File: config.mk
export PLATFORM = sky130hd
export DESIGN_NAME = jump_control_path
export DESIGN_NICKNAME = d
export VERILOG_FILES = /design/src/rtl/jump_ctrl_pkg.sv /design/src/rtl/alu_control_word_fields.sv /design/src/rtl/jump_control_path.sv
export SDC_FILE = /design/constraint.sdc
export NUM_CORES = 1
export LEC_CHECK = 0
export CELL_PAD_IN_SITES_DETAIL_PLACEMENT = 1
export CELL_PAD_IN_SITES_GLOBAL_PLACEMENT = 1
export CORE_MARGIN = 4
export CORE_UTILIZATION = 18
export DETAILED_ROUTE_END_ITERATION = 7
export PLACE_DENSITY = 0.9
export SLEW_MARGIN = 30
export SYNTH_ARGS = -nofsm -noshare
export SYNTH_HDL_FRONTEND = slang
export SYNTH_SLANG_ARGS = --single-unit
File: constraint.sdc
create_clock -name clk -period 1.3 [get_ports clk]
set_clock_uncertainty 0.15 [all_clocks]
set_input_delay 0.26 -clock clk [delete_from_list [all_inputs] [get_ports clk]]
set_output_delay 0.26 -clock clk [all_outputs]
set_load 0.02 [all_outputs]
File: src/rtl/jump_ctrl_pkg.sv
// Shared constants for jump-instruction decoding and the 55-bit ALU/PC control word.
// Field positions here are the single source of truth for every decoder that builds or slices the word.
package jump_ctrl_pkg;

    localparam int CW_WIDTH = 55;

    localparam int PC_INC_POS    = 54;
    localparam int ALU_OP_LSB    = 50;
    localparam int ALU_OP_W      = 4;
    localparam int A_ALTERN_LSB  = 34;
    localparam int B_ALTERN_LSB  = 18;
    localparam int ALTERN_W      = 16;
    localparam int A_SEL_LSB     = 14;
    localparam int B_SEL_LSB     = 10;
    localparam int SEL_W         = 4;
    localparam int A_SRC_POS     = 9;
    localparam int B_SRC_POS     = 8;
    localparam int OUT_SEL_LSB   = 4;
    localparam int LOAD_SRC_LSB  = 2;
    localparam int LOAD_SRC_W    = 2;
    localparam int STORE_STK_POS = 1;
    localparam int STORE_MEM_POS = 0;

    localparam int FLAG_W = 16;
    localparam int INSTR_W = 12;

    typedef enum logic [3:0] {
        COND_ALWAYS  = 4'h0,
        COND_NEVER   = 4'h1,
        COND_Z       = 4'h2,
        COND_NZ      = 4'h3,
        COND_S       = 4'h4,
        COND_NS      = 4'h5,
        COND_V       = 4'h6,
        COND_NV      = 4'h7,
        COND_E       = 4'h8,
        COND_NE      = 4'h9,
        COND_NZ_NS   = 4'hA,
        COND_Z_OR_S  = 4'hB,
        COND_RSV_C   = 4'hC,
        COND_RSV_D   = 4'hD,
        COND_RSV_E   = 4'hE,
        COND_RSV_F   = 4'hF
    } cond_e;

    localparam logic [ALU_OP_W-1:0] ALU_NOP    = 4'h0;
    localparam logic [ALU_OP_W-1:0] ALU_PASS_A = 4'h1;

    typedef enum logic [LOAD_SRC_W-1:0] {
        LOAD_NONE  = 2'b00,
        LOAD_ALU   = 2'b01,
        LOAD_MEM   = 2'b10,
        LOAD_STACK = 2'b11
    } load_src_e;

    localparam logic SRC_REG    = 1'b0;
    localparam logic SRC_ALTERN = 1'b1;

    localparam logic [SEL_W-1:0] PC_SEL = 4'hF;

endpackage

File: src/rtl/alu_control_word_fields.sv
// Purely combinational slicer from a 55-bit control word to its named datapath fields.
// Shared by every instruction decoder, so it must stay free of logic beyond wiring.
module alu_control_word_fields
    import jump_ctrl_pkg::*;
(
    input  logic [CW_WIDTH-1:0]   control_word,
    output logic                  program_counter_increment,
    output logic [ALU_OP_W-1:0]   alu_op,
    output logic [ALTERN_W-1:0]   alu_a_altern,
    output logic [ALTERN_W-1:0]   alu_b_altern,
    output logic [SEL_W-1:0]      alu_a_select,
    output logic [SEL_W-1:0]      alu_b_select,
    output logic                  alu_a_source,
    output logic                  alu_b_source,
    output logic [SEL_W-1:0]      alu_out_select,
    output logic [LOAD_SRC_W-1:0] alu_load_src,
    output logic                  alu_store_to_stk,
    output logic                  alu_store_to_mem
);

    assign program_counter_increment = control_word[PC_INC_POS];
    assign alu_op                    = control_word[ALU_OP_LSB +: ALU_OP_W];
    assign alu_a_altern              = control_word[A_ALTERN_LSB +: ALTERN_W];
    assign alu_b_altern              = control_word[B_ALTERN_LSB +: ALTERN_W];
    assign alu_a_select              = control_word[A_SEL_LSB +: SEL_W];
    assign alu_b_select              = control_word[B_SEL_LSB +: SEL_W];
    assign alu_a_source              = control_word[A_SRC_POS];
    assign alu_b_source              = control_word[B_SRC_POS];
    assign alu_out_select            = control_word[OUT_SEL_LSB +: SEL_W];
    assign alu_load_src              = control_word[LOAD_SRC_LSB +: LOAD_SRC_W];
    assign alu_store_to_stk          = control_word[STORE_STK_POS];
    assign alu_store_to_mem          = control_word[STORE_MEM_POS];

endmodule

File: src/rtl/jump_control_path.sv
// Registered jump decoder: tests the selected per-register flags against the condition code
// and captures the resulting ALU/PC control word once per clock.
module jump_control_path
    import jump_ctrl_pkg::*;
(
    input  logic                  clk,
    input  logic                  rst_n,
    input  logic                  instr_valid,
    input  logic [INSTR_W-1:0]    instruction,
    input  logic [FLAG_W-1:0]     zeroflag,
    input  logic [FLAG_W-1:0]     signflag,
    input  logic [FLAG_W-1:0]     overflow,
    input  logic [FLAG_W-1:0]     errorbit,
    output logic [CW_WIDTH-1:0]   control_word,
    output logic                  program_counter_increment,
    output logic [ALU_OP_W-1:0]   alu_op,
    output logic [ALTERN_W-1:0]   alu_a_altern,
    output logic [ALTERN_W-1:0]   alu_b_altern,
    output logic [SEL_W-1:0]      alu_a_select,
    output logic [SEL_W-1:0]      alu_b_select,
    output logic                  alu_a_source,
    output logic                  alu_b_source,
    output logic [SEL_W-1:0]      alu_out_select,
    output logic [LOAD_SRC_W-1:0] alu_load_src,
    output logic                  alu_store_to_stk,
    output logic                  alu_store_to_mem
);

    cond_e               cond;
    logic [3:0]          flag_idx;
    logic [SEL_W-1:0]    target_reg;
    logic                z_flag;
    logic                s_flag;
    logic                v_flag;
    logic                e_flag;
    logic                taken;
    logic [CW_WIDTH-1:0] next_word;

    assign cond       = cond_e'(instruction[11:8]);
    assign flag_idx   = instruction[7:4];
    assign target_reg = instruction[3:0];

    assign z_flag = zeroflag[flag_idx];
    assign s_flag = signflag[flag_idx];
    assign v_flag = overflow[flag_idx];
    assign e_flag = errorbit[flag_idx];

    always_comb begin
        taken = 1'b0;
        case (cond)
            COND_ALWAYS: taken = 1'b1;
            COND_NEVER:  taken = 1'b0;
            COND_Z:      taken = z_flag;
            COND_NZ:     taken = ~z_flag;
            COND_S:      taken = s_flag;
            COND_NS:     taken = ~s_flag;
            COND_V:      taken = v_flag;
            COND_NV:     taken = ~v_flag;
            COND_E:      taken = e_flag;
            COND_NE:     taken = ~e_flag;
            COND_NZ_NS:  taken = ~z_flag & ~s_flag;
            COND_Z_OR_S: taken = z_flag | s_flag;
            default:     taken = 1'b0;
        endcase
    end

    // A taken jump routes register r through the ALU into the PC; not-taken just steps the PC.
    always_comb begin
        next_word = '0;
        if (instr_valid) begin
            if (taken) begin
                next_word[ALU_OP_LSB +: ALU_OP_W]       = ALU_PASS_A;
                next_word[A_SEL_LSB +: SEL_W]           = target_reg;
                next_word[A_SRC_POS]                    = SRC_REG;
                next_word[B_SRC_POS]                    = SRC_ALTERN;
                next_word[OUT_SEL_LSB +: SEL_W]         = PC_SEL;
                next_word[LOAD_SRC_LSB +: LOAD_SRC_W]   = LOAD_ALU;
            end else begin
                next_word[PC_INC_POS] = 1'b1;
            end
        end
    end

    always_ff @(posedge clk or negedge rst_n) begin
        if (!rst_n) begin
            control_word <= '0;
        end else begin
            control_word <= next_word;
        end
    end

    alu_control_word_fields u_fields (
        .control_word              (control_word),
        .program_counter_increment (program_counter_increment),
        .alu_op                    (alu_op),
        .alu_a_altern              (alu_a_altern),
        .alu_b_altern              (alu_b_altern),
        .alu_a_select              (alu_a_select),
        .alu_b_select              (alu_b_select),
        .alu_a_source              (alu_a_source),
        .alu_b_source              (alu_b_source),
        .alu_out_select            (alu_out_select),
        .alu_load_src              (alu_load_src),
        .alu_store_to_stk          (alu_store_to_stk),
        .alu_store_to_mem          (alu_store_to_mem)
    );

endmodule

==> out/qor.csv <==
metric,value,unit
vias per cell,3.591,
DP Wirelength,4734,microns
Yosys Warn Count,0,
Vias,1465,
Tcrit/Tclk final,1.803,
"Most flops, register",control_word,
PnR worst setup slack,-1044,ps
critical path endpoint category,flip-flop,
Worst path max stage delay,500,ps
"CTS clk-pin slew, worst paths",30,ps
number of flip-flops in the largest register,6,
Seq cells post-synth,6,
worst vdd ir,0.1584,mV
initial antenna violation count,0,
max cap viols,0,
Layout fillers,1076,
DIE HEIGHT,105.1,microns
final hold violation count,0,
Tmin final,2344,ps
met1 usage,0.06801,
PwrDens,574.2,nW/um^2
Wirelength per Cell,13.02,microns
RePlAce Congestion,0.6953,
Main synth FF type,dfrtp_1,
TritonCTS clock tree,built,
Mapped Cells,193,
Max Clk Rate,426.6,MHz
pin count of the biggest net entering global routing,17,
share of cells above drive strength 1,0.2593,
Global Route met3 Usage,0.01791,
Std-Cell Rows,35,
H-tree levels,1,
switching share of power,0.4091,
net switching power,640.3,uW
combinational power share,0.692,
CTS buffer count,3,
outcome,"finished, violations left",
register area share after synthesis,0.08856,
Post-synth EDFFs,0,
Seq. cell area,150.1,sq um
critical path's slowest cell,mux4_2,
worst path required time,1300,ps
CTS Root Cell,clkbuf_8,
Ports,189,
first-pass GRT wire length,7472,microns
Avg Inst Size Synth,8.784,sq um
DRC Markers,0,
crit path to,control_word[54],
IO buf count,102,
Std-Cell Core Area,9196,sq um
worst setup path startpoint,errorbit[0],
# setup viols final,17,
Sequential Power Share,0.134,
Total Wirelength,5312,microns
initial drt markers,12,
Layout area overhead,60.81,%
fin util,0.2965,
WS Path Type,input port to flip-flop,
Max Slew Vio Count,0,
starting density of the core,0.1844,
die area,11040,sq um
Yosys cell types,35,
GRT Max-Usage Layer,met2,
internal power,925.0,uW
"critical path fanouts, max",6,
Die X,105.1,microns
antenna cells,0,
Final nets,378,
RSZ-0062 raised after global routing,true,
clock buffer depth,2,
final instance count without filler cells,408,
Antenna Nets Post-Route,0,
"most used cell, CP",mux4_2,
HP Class,input port to async pin,
Top Registers,control_word: 6 flops,
cts hold-fix bufs,0,
leak pwr,1.413,nW
GRT overflow,0,
Worst EP arrival,2350,ps
failing checks,setup timing,
Post-Place Cells,398,
gr usage total,0.08305,
Critical Path Start Type,input port,
Clk network pwr share,0.173,
Syn Std Cell Area,1695,sq um
Post-synth ARST share,1.000,
CP Cell Sequence,dlygate4sd2_1 > mux4_2 > mux4_2 > xnor2_2 > nor4b_4 > a211oi_4 > and3_1,
vias in the first global route,1577,
clock sinks,6,
grt met2 use,0.1902,
TritonRoute pass-1 iters,4,
area of the multi-input gates,1072,sq um
==> power groups by stage <==
stage               registers, mW  logic (mW)  clock network (mW)
floorplan                   0.236       0.778                   0
global placement            0.213       0.968                   0
detailed placement          0.214       0.995                   0
CTS                         0.212        1.04               0.280
global route                0.212        1.15               0.285
finish                      0.210        1.08               0.271
==> area by class of cell <==
class	instances	share of cell area
sequential	6	0.05507
multi-input combinational	160	0.3933
timing repair buffer	127	0.4842
clock buffer	3	0.01514
tap	111	0.05094
inverter	1	0.001377
==> timing repair <==
item                                    CTS  global route
setup buffers                             7             2
pin swaps                                 4             9
resized for setup                       132            46
endpoints found under the setup margin   30            20
==> metal layers <==
metal,up-vias,wire length (microns)
met5,-,0
met4,0,54
met3,6,510
met2,105,3193
met1,678,1554
li1,676,-
==> kinds of logic after synthesis <==
logic type      count (synthesis)  share of synthesized area
compound gates                 17                    0.06864
simple gates                   26                    0.08415
mux                            28                     0.2435
xor+xnor                        3                    0.01550
flops                           6                    0.08856
other cells                     1                   0.002212
buf+inv                       112                     0.4974
==> stage by stage <==
step | setup TNS [ps] | hold WS, ps | area, sq um | setup WS (ps) | total power [mW]
after floorplan | -6359 | -185.6 | 2033 | -1100 | 1.014
after global placement | -13340 | 351.3 | 2492 | -1688 | 1.181
after detailed placement | -13960 | 357.6 | 2492 | -1767 | 1.209
after CTS | -8225 | 125.9 | 2615 | -1118 | 1.534
after global routing | -8365 | 154.5 | 2726 | -1103 | 1.647
final | -7773 | 123.8 | 2726 | -1044 | 1.565
==> cell usage after synthesis, types with 2 or more instances <==
library cell	number	share of area
mux4_2	4	0.053
nor2b_1	2	0.0074
xnor2_1	3	0.016
nand2_1	9	0.020
a21oi_1	6	0.018
clkbuf_1	2	0.0044
buf_6	2	0.013
nor2_1	2	0.0044
mux2i_1	18	0.11
buf_4	104	0.46
a22oi_1	6	0.027
dfrtp_1	6	0.089
nand3_1	3	0.0089
mux4_1	5	0.077
==> critical path: cells and delay by family <==
family / cells / cell delay [ps]
AO/OA/AOI/OAI: 1 / 350
multiplexers: 2 / 960
XOR/XNOR: 1 / 220
AND/OR/NAND/NOR: 2 / 310
buffers and inverters: 1 / 250
==> placed cells by master (no fill, tap or decap), types with 2 or more instances in the layout <==
cell type	n
a21oi_1	5
a22oi_1	4
a22oi_2	2
buf_4	15
buf_6	23
clkbuf_2	2
clkbuf_8	3
clkdlybuf4s15_1	4
clkdlybuf4s15_2	9
clkdlybuf4s50_1	51
conb_1	86
dfrtp_1	6
dlygate4sd2_1	3
dlymetal6s2s_1	18
mux2i_1	17
mux4_2	9
nand2_1	9
nand3_1	3
nor2_1	2
nor2b_2	2
xnor2_1	2
==> worst min path at each step <==
stage                     startpoint                to  slack (ps)  depth (start not counted)
final                          rst_n  control_word[15]         120                          1
after detailed placement       rst_n  control_word[15]         360                          1
after global routing           rst_n  control_word[15]         150                          1
after CTS                      rst_n  control_word[15]         130                          1
after floorplan                rst_n  control_word[14]        -190                          0
after global placement         rst_n  control_word[16]         350                          1
Power figures use the tool's default switching activity.
